==> config.mk <==
export PLATFORM = sky130hd
export DESIGN_NAME = dfr_core_ctrl_flat
export DESIGN_NICKNAME = d
export VERILOG_FILES = /design/src/rtl/dfr_core_ctrl_pkg.sv /design/src/rtl/dfr_core_ctrl_if.sv /design/src/rtl/dfr_core_ctrl_mac.sv /design/src/rtl/dfr_core_ctrl.sv /design/src/flat_wrapper.sv
export SDC_FILE = /design/constraint.sdc
export NUM_CORES = 2
export LEC_CHECK = 0
export CAP_MARGIN = 20
export CORE_AREA = 2 2 223 389
export DETAILED_ROUTE_END_ITERATION = 6
export DIE_AREA = 0 0 225 391
export MAX_ROUTING_LAYER = met4
export PLACE_DENSITY = 0.86
export SLEW_MARGIN = 20
export SYNTH_ARGS = -nofsm -noshare
export SYNTH_HDL_FRONTEND = slang
export SYNTH_SLANG_ARGS = --single-unit
==> constraint.sdc <==
create_clock -name S_AXI_ACLK -period 18.7 [get_ports S_AXI_ACLK]
set_clock_uncertainty 0.15 [all_clocks]
set_input_delay 4.675 -clock S_AXI_ACLK [delete_from_list [all_inputs] [get_ports S_AXI_ACLK]]
set_output_delay 4.675 -clock S_AXI_ACLK [all_outputs]
set_load 0.005 [all_outputs]
==> src/rtl/dfr_core_ctrl_pkg.sv <==
// dfr_core_ctrl_pkg: shared types and helpers for the DFR run sequencer.
// Holds the FSM state type, memory-select codes and the sat_shift helper.
package dfr_core_ctrl_pkg;

  typedef enum logic [3:0] {
    IDLE,
    CFG,
    IN_RD,
    RES_IN,
    RES_WAIT,
    MAC_RD,
    MAC_ACC,
    MAC_WR,
    DONE
  } state_e;

  localparam logic [7:0] MEM_INPUT  = 8'h00;
  localparam logic [7:0] MEM_RES    = 8'h10;
  localparam logic [7:0] MEM_WEIGHT = 8'h20;
  localparam logic [7:0] MEM_OUT    = 8'h30;

  localparam int SAT_W = 128;

  // Arithmetic shift right by frac, then clamp to the signed dw-bit range.
  function automatic logic signed [SAT_W-1:0] sat_shift(
    input logic signed [SAT_W-1:0] acc,
    input int                      frac,
    input int                      dw
  );
    logic signed [SAT_W-1:0] sh;
    logic signed [SAT_W-1:0] hi;
    logic signed [SAT_W-1:0] lo;
    sh = acc >>> frac;
    hi = $signed((SAT_W'(1) << (dw - 1)) - SAT_W'(1));
    lo = ~hi;
    if (sh > hi)
      return hi;
    else if (sh < lo)
      return lo;
    else
      return sh;
  endfunction

endpackage

==> src/rtl/dfr_core_ctrl_if.sv <==
// dfr_core_ctrl_if: memory and reservoir bus owned by the sequencer.
// master = sequencer side, slave = memories + reservoir side.
interface dfr_core_ctrl_if #(
  parameter int DW = 32,
  parameter int AW = 20
);

  logic          in_mem_rd_en;
  logic [AW-1:0] in_mem_rd_addr;
  logic [DW-1:0] in_mem_rd_data;

  logic          res_in_valid;
  logic [DW-1:0] res_in_data;
  logic          res_out_valid;
  logic [DW-1:0] res_out_data;

  logic          rmem_wr_en;
  logic          rmem_rd_en;
  logic [AW-1:0] rmem_addr;
  logic [DW-1:0] rmem_wr_data;
  logic [DW-1:0] rmem_rd_data;

  logic          wmem_rd_en;
  logic [AW-1:0] wmem_rd_addr;
  logic [DW-1:0] wmem_rd_data;

  logic          omem_wr_en;
  logic [AW-1:0] omem_wr_addr;
  logic [DW-1:0] omem_wr_data;

  modport master (
    output in_mem_rd_en, in_mem_rd_addr,
    input  in_mem_rd_data,
    output res_in_valid, res_in_data,
    input  res_out_valid, res_out_data,
    output rmem_wr_en, rmem_rd_en, rmem_addr,
    output rmem_wr_data,
    input  rmem_rd_data,
    output wmem_rd_en, wmem_rd_addr,
    input  wmem_rd_data,
    output omem_wr_en, omem_wr_addr, omem_wr_data
  );

  modport slave (
    input  in_mem_rd_en, in_mem_rd_addr,
    output in_mem_rd_data,
    input  res_in_valid, res_in_data,
    output res_out_valid, res_out_data,
    input  rmem_wr_en, rmem_rd_en, rmem_addr,
    input  rmem_wr_data,
    output rmem_rd_data,
    input  wmem_rd_en, wmem_rd_addr,
    output wmem_rd_data,
    input  omem_wr_en, omem_wr_addr, omem_wr_data
  );

endinterface

==> src/rtl/dfr_core_ctrl_mac.sv <==
// dfr_core_ctrl_mac: signed MAC with clear, shift-by-FRAC and saturation.
// clk/rst_n, clr/en controls, a/b operands, q = sat(acc >>> FRAC).
import dfr_core_ctrl_pkg::*;

module dfr_core_ctrl_mac #(
  parameter int DW   = 32,
  parameter int FRAC = 16,
  parameter int N    = 10
) (
  input  logic                 clk,
  input  logic                 rst_n,
  input  logic                 clr,
  input  logic                 en,
  input  logic signed [DW-1:0] a,
  input  logic signed [DW-1:0] b,
  output logic        [DW-1:0] q
);

  localparam int ACCW = 2 * DW + $clog2(N);

  logic signed [2*DW-1:0] prod;
  logic signed [ACCW-1:0] acc_q;

  assign prod = a * b;

  always_ff @(posedge clk or negedge rst_n) begin
    if (!rst_n)
      acc_q <= '0;
    else if (clr)
      acc_q <= '0;
    else if (en)
      acc_q <= acc_q + ACCW'(prod);
  end

  assign q = DW'(sat_shift(SAT_W'(acc_q), FRAC, DW));

endmodule

==> src/rtl/dfr_core_ctrl.sv <==
// dfr_core_ctrl: sequencer for one DFR run (reservoir pass, then output layer).
// Ports: clock/reset, start/abort/config in, busy/done/cfg_err out, bus = memories.
import dfr_core_ctrl_pkg::*;

module dfr_core_ctrl #(
  parameter int VIRTUAL_NODES = 10,
  parameter int DATA_WIDTH    = 32,
  parameter int ADDR_WIDTH    = 20,
  parameter int FRAC_BITS     = 16
) (
  input  logic                  S_AXI_ACLK,
  input  logic                  S_AXI_ARESETN,
  input  logic                  start,
  input  logic                  abort,
  input  logic [ADDR_WIDTH-1:0] num_samples,
  input  logic [ADDR_WIDTH-1:0] num_init_samples,
  output logic                  busy,
  output logic                  done,
  output logic                  cfg_err,
  dfr_core_ctrl_if.master       bus
);

  localparam int N  = VIRTUAL_NODES;
  localparam int AW = ADDR_WIDTH;
  localparam int DW = DATA_WIDTH;
  localparam int PW = 2 * AW;
  localparam int NB = (N > 1) ? $clog2(N) : 1;

  state_e          state_q;
  logic [AW-1:0]   s_q, i_q, t_q, b_q;
  logic [AW-1:0]   k_q, j_q, o_q;
  logic [NB-1:0]   n_q;
  logic            ovf_q;
  logic            cfg_err_q;
  logic [PW-1:0]   t_full;
  logic            k_last, n_last;
  logic            st_in_rd, st_res_in, st_wait;
  logic            st_mac_rd, st_mac_acc, st_mac_wr;
  logic [DW-1:0]   mac_q;

  // Full-width product so an S*N that does not fit AW is detectable.
  assign t_full = PW'(num_samples) * PW'(N);

  assign k_last = (k_q == t_q - 1'b1);
  assign n_last = (n_q == NB'(N - 1));

  always_ff @(posedge S_AXI_ACLK or negedge S_AXI_ARESETN) begin
    if (!S_AXI_ARESETN) begin
      state_q   <= IDLE;
      s_q       <= '0;
      i_q       <= '0;
      t_q       <= '0;
      b_q       <= '0;
      k_q       <= '0;
      j_q       <= '0;
      o_q       <= '0;
      n_q       <= '0;
      ovf_q     <= 1'b0;
      cfg_err_q <= 1'b0;
    end else if (abort && state_q != IDLE) begin
      state_q <= IDLE;
    end else begin
      unique case (state_q)
        IDLE: if (start) begin
          s_q       <= num_samples;
          i_q       <= num_init_samples;
          t_q       <= t_full[AW-1:0];
          ovf_q     <= |t_full[PW-1:AW];
          b_q       <= AW'(PW'(num_init_samples) * PW'(N));
          cfg_err_q <= 1'b0;
          state_q   <= CFG;
        end
        CFG: begin
          if (ovf_q || i_q > s_q) begin
            cfg_err_q <= 1'b1;
            state_q   <= DONE;
          end else if (s_q == '0) begin
            state_q <= DONE;
          end else begin
            k_q     <= '0;
            state_q <= IN_RD;
          end
        end
        IN_RD:  state_q <= RES_IN;
        RES_IN: state_q <= RES_WAIT;
        RES_WAIT: if (bus.res_out_valid) begin
          if (!k_last) begin
            k_q     <= k_q + 1'b1;
            state_q <= IN_RD;
          end else if (s_q > i_q) begin
            j_q     <= b_q;
            n_q     <= '0;
            o_q     <= '0;
            state_q <= MAC_RD;
          end else begin
            state_q <= DONE;
          end
        end
        MAC_RD: state_q <= MAC_ACC;
        MAC_ACC: begin
          j_q <= j_q + 1'b1;
          if (n_last) begin
            state_q <= MAC_WR;
          end else begin
            n_q     <= n_q + 1'b1;
            state_q <= MAC_RD;
          end
        end
        MAC_WR: begin
          n_q     <= '0;
          o_q     <= o_q + 1'b1;
          state_q <= (j_q == t_q) ? DONE : MAC_RD;
        end
        DONE:    state_q <= IDLE;
        default: state_q <= IDLE;
      endcase
    end
  end

  assign st_in_rd   = (state_q == IN_RD);
  assign st_res_in  = (state_q == RES_IN);
  assign st_wait    = (state_q == RES_WAIT);
  assign st_mac_rd  = (state_q == MAC_RD);
  assign st_mac_acc = (state_q == MAC_ACC);
  assign st_mac_wr  = (state_q == MAC_WR);

  // Accumulator is held only across one output's MAC_RD/MAC_ACC loop.
  dfr_core_ctrl_mac #(
    .DW   (DW),
    .FRAC (FRAC_BITS),
    .N    (N)
  ) u_mac (
    .clk   (S_AXI_ACLK),
    .rst_n (S_AXI_ARESETN),
    .clr   (!(st_mac_rd || st_mac_acc)),
    .en    (st_mac_acc),
    .a     (bus.rmem_rd_data),
    .b     (bus.wmem_rd_data),
    .q     (mac_q)
  );

  assign busy    = (state_q != IDLE);
  assign done    = (state_q == DONE);
  assign cfg_err = cfg_err_q;

  assign bus.in_mem_rd_en   = st_in_rd;
  assign bus.in_mem_rd_addr = st_in_rd ? k_q : '0;

  assign bus.res_in_valid = st_res_in;
  assign bus.res_in_data  = st_res_in ? bus.in_mem_rd_data : '0;

  assign bus.rmem_wr_en   = st_wait && bus.res_out_valid;
  assign bus.rmem_rd_en   = st_mac_rd;
  assign bus.rmem_addr    = bus.rmem_wr_en ? k_q :
                            st_mac_rd      ? j_q : '0;
  assign bus.rmem_wr_data = bus.rmem_wr_en ? bus.res_out_data : '0;

  assign bus.wmem_rd_en   = st_mac_rd;
  assign bus.wmem_rd_addr = st_mac_rd ? AW'(n_q) : '0;

  assign bus.omem_wr_en   = st_mac_wr;
  assign bus.omem_wr_addr = st_mac_wr ? o_q : '0;
  assign bus.omem_wr_data = st_mac_wr ? mac_q : '0;

endmodule

==> src/flat_wrapper.sv <==
// flat-port wrapper written by rule: the top's interface ports become plain ports
module dfr_core_ctrl_flat 
#(
  parameter int VIRTUAL_NODES = 10,
  parameter int DATA_WIDTH    = 32,
  parameter int ADDR_WIDTH    = 20,
  parameter int FRAC_BITS     = 16
)
  (S_AXI_ACLK, S_AXI_ARESETN, start, abort, num_samples, num_init_samples, busy, done, cfg_err, bus_in_mem_rd_en, bus_in_mem_rd_addr, bus_in_mem_rd_data, bus_res_in_valid, bus_res_in_data, bus_res_out_valid, bus_res_out_data, bus_rmem_wr_en, bus_rmem_rd_en, bus_rmem_addr, bus_rmem_wr_data, bus_rmem_rd_data, bus_wmem_rd_en, bus_wmem_rd_addr, bus_wmem_rd_data, bus_omem_wr_en, bus_omem_wr_addr, bus_omem_wr_data);
  dfr_core_ctrl_if #(.DW((32)), .AW((20))) bus_i ();
  input  logic S_AXI_ACLK;
  input  logic S_AXI_ARESETN;
  input  logic start;
  input  logic abort;
  input  logic [ADDR_WIDTH-1:0] num_samples;
  input  logic [ADDR_WIDTH-1:0] num_init_samples;
  output logic busy;
  output logic done;
  output logic cfg_err;
  output wire logic [$bits(bus_i.in_mem_rd_en)-1:0] bus_in_mem_rd_en;
  output wire logic [$bits(bus_i.in_mem_rd_addr)-1:0] bus_in_mem_rd_addr;
  input wire logic [$bits(bus_i.in_mem_rd_data)-1:0] bus_in_mem_rd_data;
  output wire logic [$bits(bus_i.res_in_valid)-1:0] bus_res_in_valid;
  output wire logic [$bits(bus_i.res_in_data)-1:0] bus_res_in_data;
  input wire logic [$bits(bus_i.res_out_valid)-1:0] bus_res_out_valid;
  input wire logic [$bits(bus_i.res_out_data)-1:0] bus_res_out_data;
  output wire logic [$bits(bus_i.rmem_wr_en)-1:0] bus_rmem_wr_en;
  output wire logic [$bits(bus_i.rmem_rd_en)-1:0] bus_rmem_rd_en;
  output wire logic [$bits(bus_i.rmem_addr)-1:0] bus_rmem_addr;
  output wire logic [$bits(bus_i.rmem_wr_data)-1:0] bus_rmem_wr_data;
  input wire logic [$bits(bus_i.rmem_rd_data)-1:0] bus_rmem_rd_data;
  output wire logic [$bits(bus_i.wmem_rd_en)-1:0] bus_wmem_rd_en;
  output wire logic [$bits(bus_i.wmem_rd_addr)-1:0] bus_wmem_rd_addr;
  input wire logic [$bits(bus_i.wmem_rd_data)-1:0] bus_wmem_rd_data;
  output wire logic [$bits(bus_i.omem_wr_en)-1:0] bus_omem_wr_en;
  output wire logic [$bits(bus_i.omem_wr_addr)-1:0] bus_omem_wr_addr;
  output wire logic [$bits(bus_i.omem_wr_data)-1:0] bus_omem_wr_data;
  assign bus_in_mem_rd_en = bus_i.in_mem_rd_en;
  assign bus_in_mem_rd_addr = bus_i.in_mem_rd_addr;
  assign bus_i.in_mem_rd_data = bus_in_mem_rd_data;
  assign bus_res_in_valid = bus_i.res_in_valid;
  assign bus_res_in_data = bus_i.res_in_data;
  assign bus_i.res_out_valid = bus_res_out_valid;
  assign bus_i.res_out_data = bus_res_out_data;
  assign bus_rmem_wr_en = bus_i.rmem_wr_en;
  assign bus_rmem_rd_en = bus_i.rmem_rd_en;
  assign bus_rmem_addr = bus_i.rmem_addr;
  assign bus_rmem_wr_data = bus_i.rmem_wr_data;
  assign bus_i.rmem_rd_data = bus_rmem_rd_data;
  assign bus_wmem_rd_en = bus_i.wmem_rd_en;
  assign bus_wmem_rd_addr = bus_i.wmem_rd_addr;
  assign bus_i.wmem_rd_data = bus_wmem_rd_data;
  assign bus_omem_wr_en = bus_i.omem_wr_en;
  assign bus_omem_wr_addr = bus_i.omem_wr_addr;
  assign bus_omem_wr_data = bus_i.omem_wr_data;
  dfr_core_ctrl #(.VIRTUAL_NODES(VIRTUAL_NODES), .DATA_WIDTH(DATA_WIDTH), .ADDR_WIDTH(ADDR_WIDTH), .FRAC_BITS(FRAC_BITS)) u_core (.S_AXI_ACLK(S_AXI_ACLK), .S_AXI_ARESETN(S_AXI_ARESETN), .start(start), .abort(abort), .num_samples(num_samples), .num_init_samples(num_init_samples), .busy(busy), .done(done), .cfg_err(cfg_err), .bus(bus_i));
endmodule
==> impl_metrics.csv <==
group,metric,value,unit
outcome,outcome,"finished clean",
sta,timing.final.crit_share,73.7,%
worst_setup_path,reg2reg_to,"u_core.u_mac.acc_q[62]",
detailed_routing,route.detailed.drc,0,
yosys,synth_top_area_share,46.0,%
yosys,synth_xor_area_share,2.47,%
detailed_routing,vias,42929,
sta,setup_violations,0,
yosys,yosys-top-cells-area,"fa_1 (46%), dfrtp_1 (9.7%), inv_1 (9.3%)",
worst_setup_path,rr_startpoint,"u_core.u_mac.acc_q[19]",
global_routing,grt_pass1_vias,47918,
yosys,synth_area_leader_cell,"fa_1",
worst_setup_path,worst_setup_path_end_kind,"flop",
yosys,synthFlopType,"dfrtp_1",
yosys,syn_avg_cell_area,9.08,um2
yosys,synth_edf_count,0,
worst_setup_path,critPathMaxFanout,33,
worst_setup_path,critPathKind,"input pin to flop",
floorplan,num_rows,142,
layout,syn2layout_area_growth,8.78,%
sta,rsz0062_at_grt,"no",
clocking,cts_root_buf,"clkbuf_16",
place,placed_area,58800,um2
yosys,synth_fa_ha_area_share,53.3,%
worst_setup_path,start_kind,"input pin",
yosys,yosysMostFrequentCell,"inv_1",
yosys,yosysSeqAreaShare,9.71,%
global_routing,gr-total-overflow,0,
clocking,cts_tree,"done",
worst_setup_path,slowest_stage,"fa_1",
sta,finalSetupTns,0,ps
place,dp_hpwl,127,mm
detailed_routing,drtIter0Drc,2836,
yosys,synth_compound_area_share,6.90,%
global_routing,grt_pass1_wl,253,mm
layout,drive_gt1_share,2.50,%
clocking,cts_resized,0,
yosys,syn_area,54600,um2
clocking,cts.sink_count,212,
yosys,ys_ff_latch,212,
clocking,cts_setup_buffers,0,
detailed_routing,drt_first_pass_iters,5,
yosys,synth.top_cells.by_count,"inv_1 (1348), fa_1 (1254), nand2_1 (839), and2_1 (581), ha_1 (319)",
sta,maxSlewHeadroom,35.3,%
place,place.gp.congestion,1.00,
min_path,hold_depth,2,
global_routing,track_usage,38.4,%
layout,finalInstanceArea,59400,um2
sta,tightestPinTransition,971,ps
floorplan,die_w,225,um
floorplan,die_h,391,um
yosys,synth_mux_area_share,0.124,%
clocking,numCtsBuffers,21,
sta,period_needed,13770,ps
yosys,synth_top_family_by_area,"adder cells",
global_routing,met3_usage,6.17,%
job,maxCapViolCount,0,
sta,hold_violations,0,
worst_setup_path,cpMostUsedCell,"fa_1",
min_path,min-delay-start,"u_core.b_q[11]",
clocking,postCtsHoldBufs,0,
worst_setup_path,cp.arrival,14000,ps
yosys,syn-instance-count,6017,
global_routing,antenna_found_initial,3,
yosys,synthSimpleGateAreaFrac,15.8,%
floorplan,core,85100,um2
worst_setup_path,worst_r2r_path_depth,28,
sta,clock.fmax,0.0726,GHz
worst_setup_path,required,18930,ps
floorplan,fp.dieArea,88000,um2
global_routing,grt_busiest_layer,"met2",
yosys,synth.distinct_cells,73,
sta,final-max-slew-violation-count,0,
worst_setup_path,slowest_delay,860,ps
min_path,hold_path_end,"u_core.b_q[11]",
detailed_routing,vias_per_cell,5.93,
place,port_buffers,341,
floorplan,start_util,64.2,%
clocking,clock_latency,540,ps
global_routing,grt_max_degree,79,
detailed_routing,route.detailed.wl_per_inst,21.6,um
global_routing,grtUsageMet1,40.8,%
yosys,synthArstFlopShare,100,%
clocking,h-tree-depth,1,
layout,final_nets,7886,
worst_setup_path,regToRegSetupSlack,10020,ps
global_routing,met2_usage,65.2,%
yosys,ys_warn_count,0,
min_path,hold_class,"flop to flop",
clocking,clk_transition_reported_paths,70,ps
floorplan,io_pins,358,
clocking,clock_path_buffers,3,
detailed_routing,finalWirelength,156,mm
detailed_routing,antenna_left,0,
-- worst max path at each step --
stage,slack (ps),endpoint,cells after the start,from
final,4930,u_core.u_mac.acc_q[62],31,bus_rmem_rd_data[31]
after global routing,4240,u_core.u_mac.acc_q[66],31,bus_rmem_rd_data[31]
after detailed placement,4800,u_core.u_mac.acc_q[62],31,bus_wmem_rd_data[2]
after floorplan,5020,u_core.u_mac.acc_q[65],30,bus_wmem_rd_data[0]
after CTS,5310,u_core.u_mac.acc_q[62],31,bus_rmem_rd_data[31]
after global placement,4670,u_core.u_mac.acc_q[61],30,bus_wmem_rd_data[12]
-- worst max-delay path: cells and delay by family --
family | cells | cell delay [ps]
xor gates and xnor gates | 1 | 150
buffers and inverters | 9 | 1970
and+or+nand+nor | 1 | 170
AOI/OAI and AO/OA | 11 | 2440
adders and majority gates | 9 | 4550
-- layer usage --
layer  share of wire, %  vias up
met1                 32    21564
li1                   -    18067
met3                7.9      859
met5                  0        -
met4                8.8        0
met2                 51     2439
-- layout by cell type (no fill, tap or decap), types with 24 or more instances in the layout --
master	count
a21o_1	62
a21oi_1	168
a22o_1	27
and2_1	581
and3_1	24
buf_4	82
clkdlybuf4s50_1	339
dfrtp_1	212
fa_1	1254
ha_1	319
inv_1	1346
nand2_1	838
nand3_1	46
nand4_1	32
nor2_1	114
nor3_1	27
o21ai_0	198
o21ai_1	25
xnor2_1	93
xor2_1	61
-- stage by stage --
| step | worst slack (ps) | util (%) | std cells | hold slack (ps) |
|---|---|---|---|---|
| 2_1_floorplan | 5020 | - | 6032 | 283 |
| 3_3_place_gp | 4670 | 69.0 | 7197 | 309 |
| 3_5_place_dp | 4800 | 69.0 | 7197 | 316 |
| 4_1_cts | 5310 | 69.8 | 7233 | 331 |
| 5_1_grt | 4240 | 69.8 | 7235 | 349 |
| 6_report | 4930 | 69.8 | 7237 | 330 |
-- cell families (layout without fill, tap and decap cells) --
group	count (synthesis)	in the layout
xor gates and xnor gates	154	154
adders and majority gates	1573	1573
other	1	20
and+or+nand+nor	1763	1763
AOI/OAI and AO/OA	621	621
DFF	212	212
muxes	6	6
buffers and inverters	1687	1808
-- layout make-up --
class / count / area (um2)
multi-input cells: 4133 / 43000
inverters: 1349 / 5060
flip-flops and latches: 212 / 5310
well taps: 1080 / 1350
fillers: 6170 / 25700
clock buffers: 26 / 564
repair buffers: 423 / 4030
diodes: 4 / 10.0
clock inverters: 10 / 85.1
-- registers in the layout, summed over array words and instances (netlist names) --
| register | count |
|---|---|
| u_core.t_q | 17 |
| u_core.i_q | 20 |
| u_core.state_q | 4 |
| u_core.o_q | 20 |
| u_core.cfg_err | 1 |
| u_core.n_q | 4 |
| u_core.b_q | 17 |
| u_core.j_q | 20 |
| u_core.ovf_q | 1 |
| u_core.u_mac.acc_q | 68 |
| u_core.s_q | 20 |
| u_core.k_q | 20 |
Power is left out: the tool's default activity adds up to more than one toggle a clock period on the data nets, which glitch-free logic cannot reach.
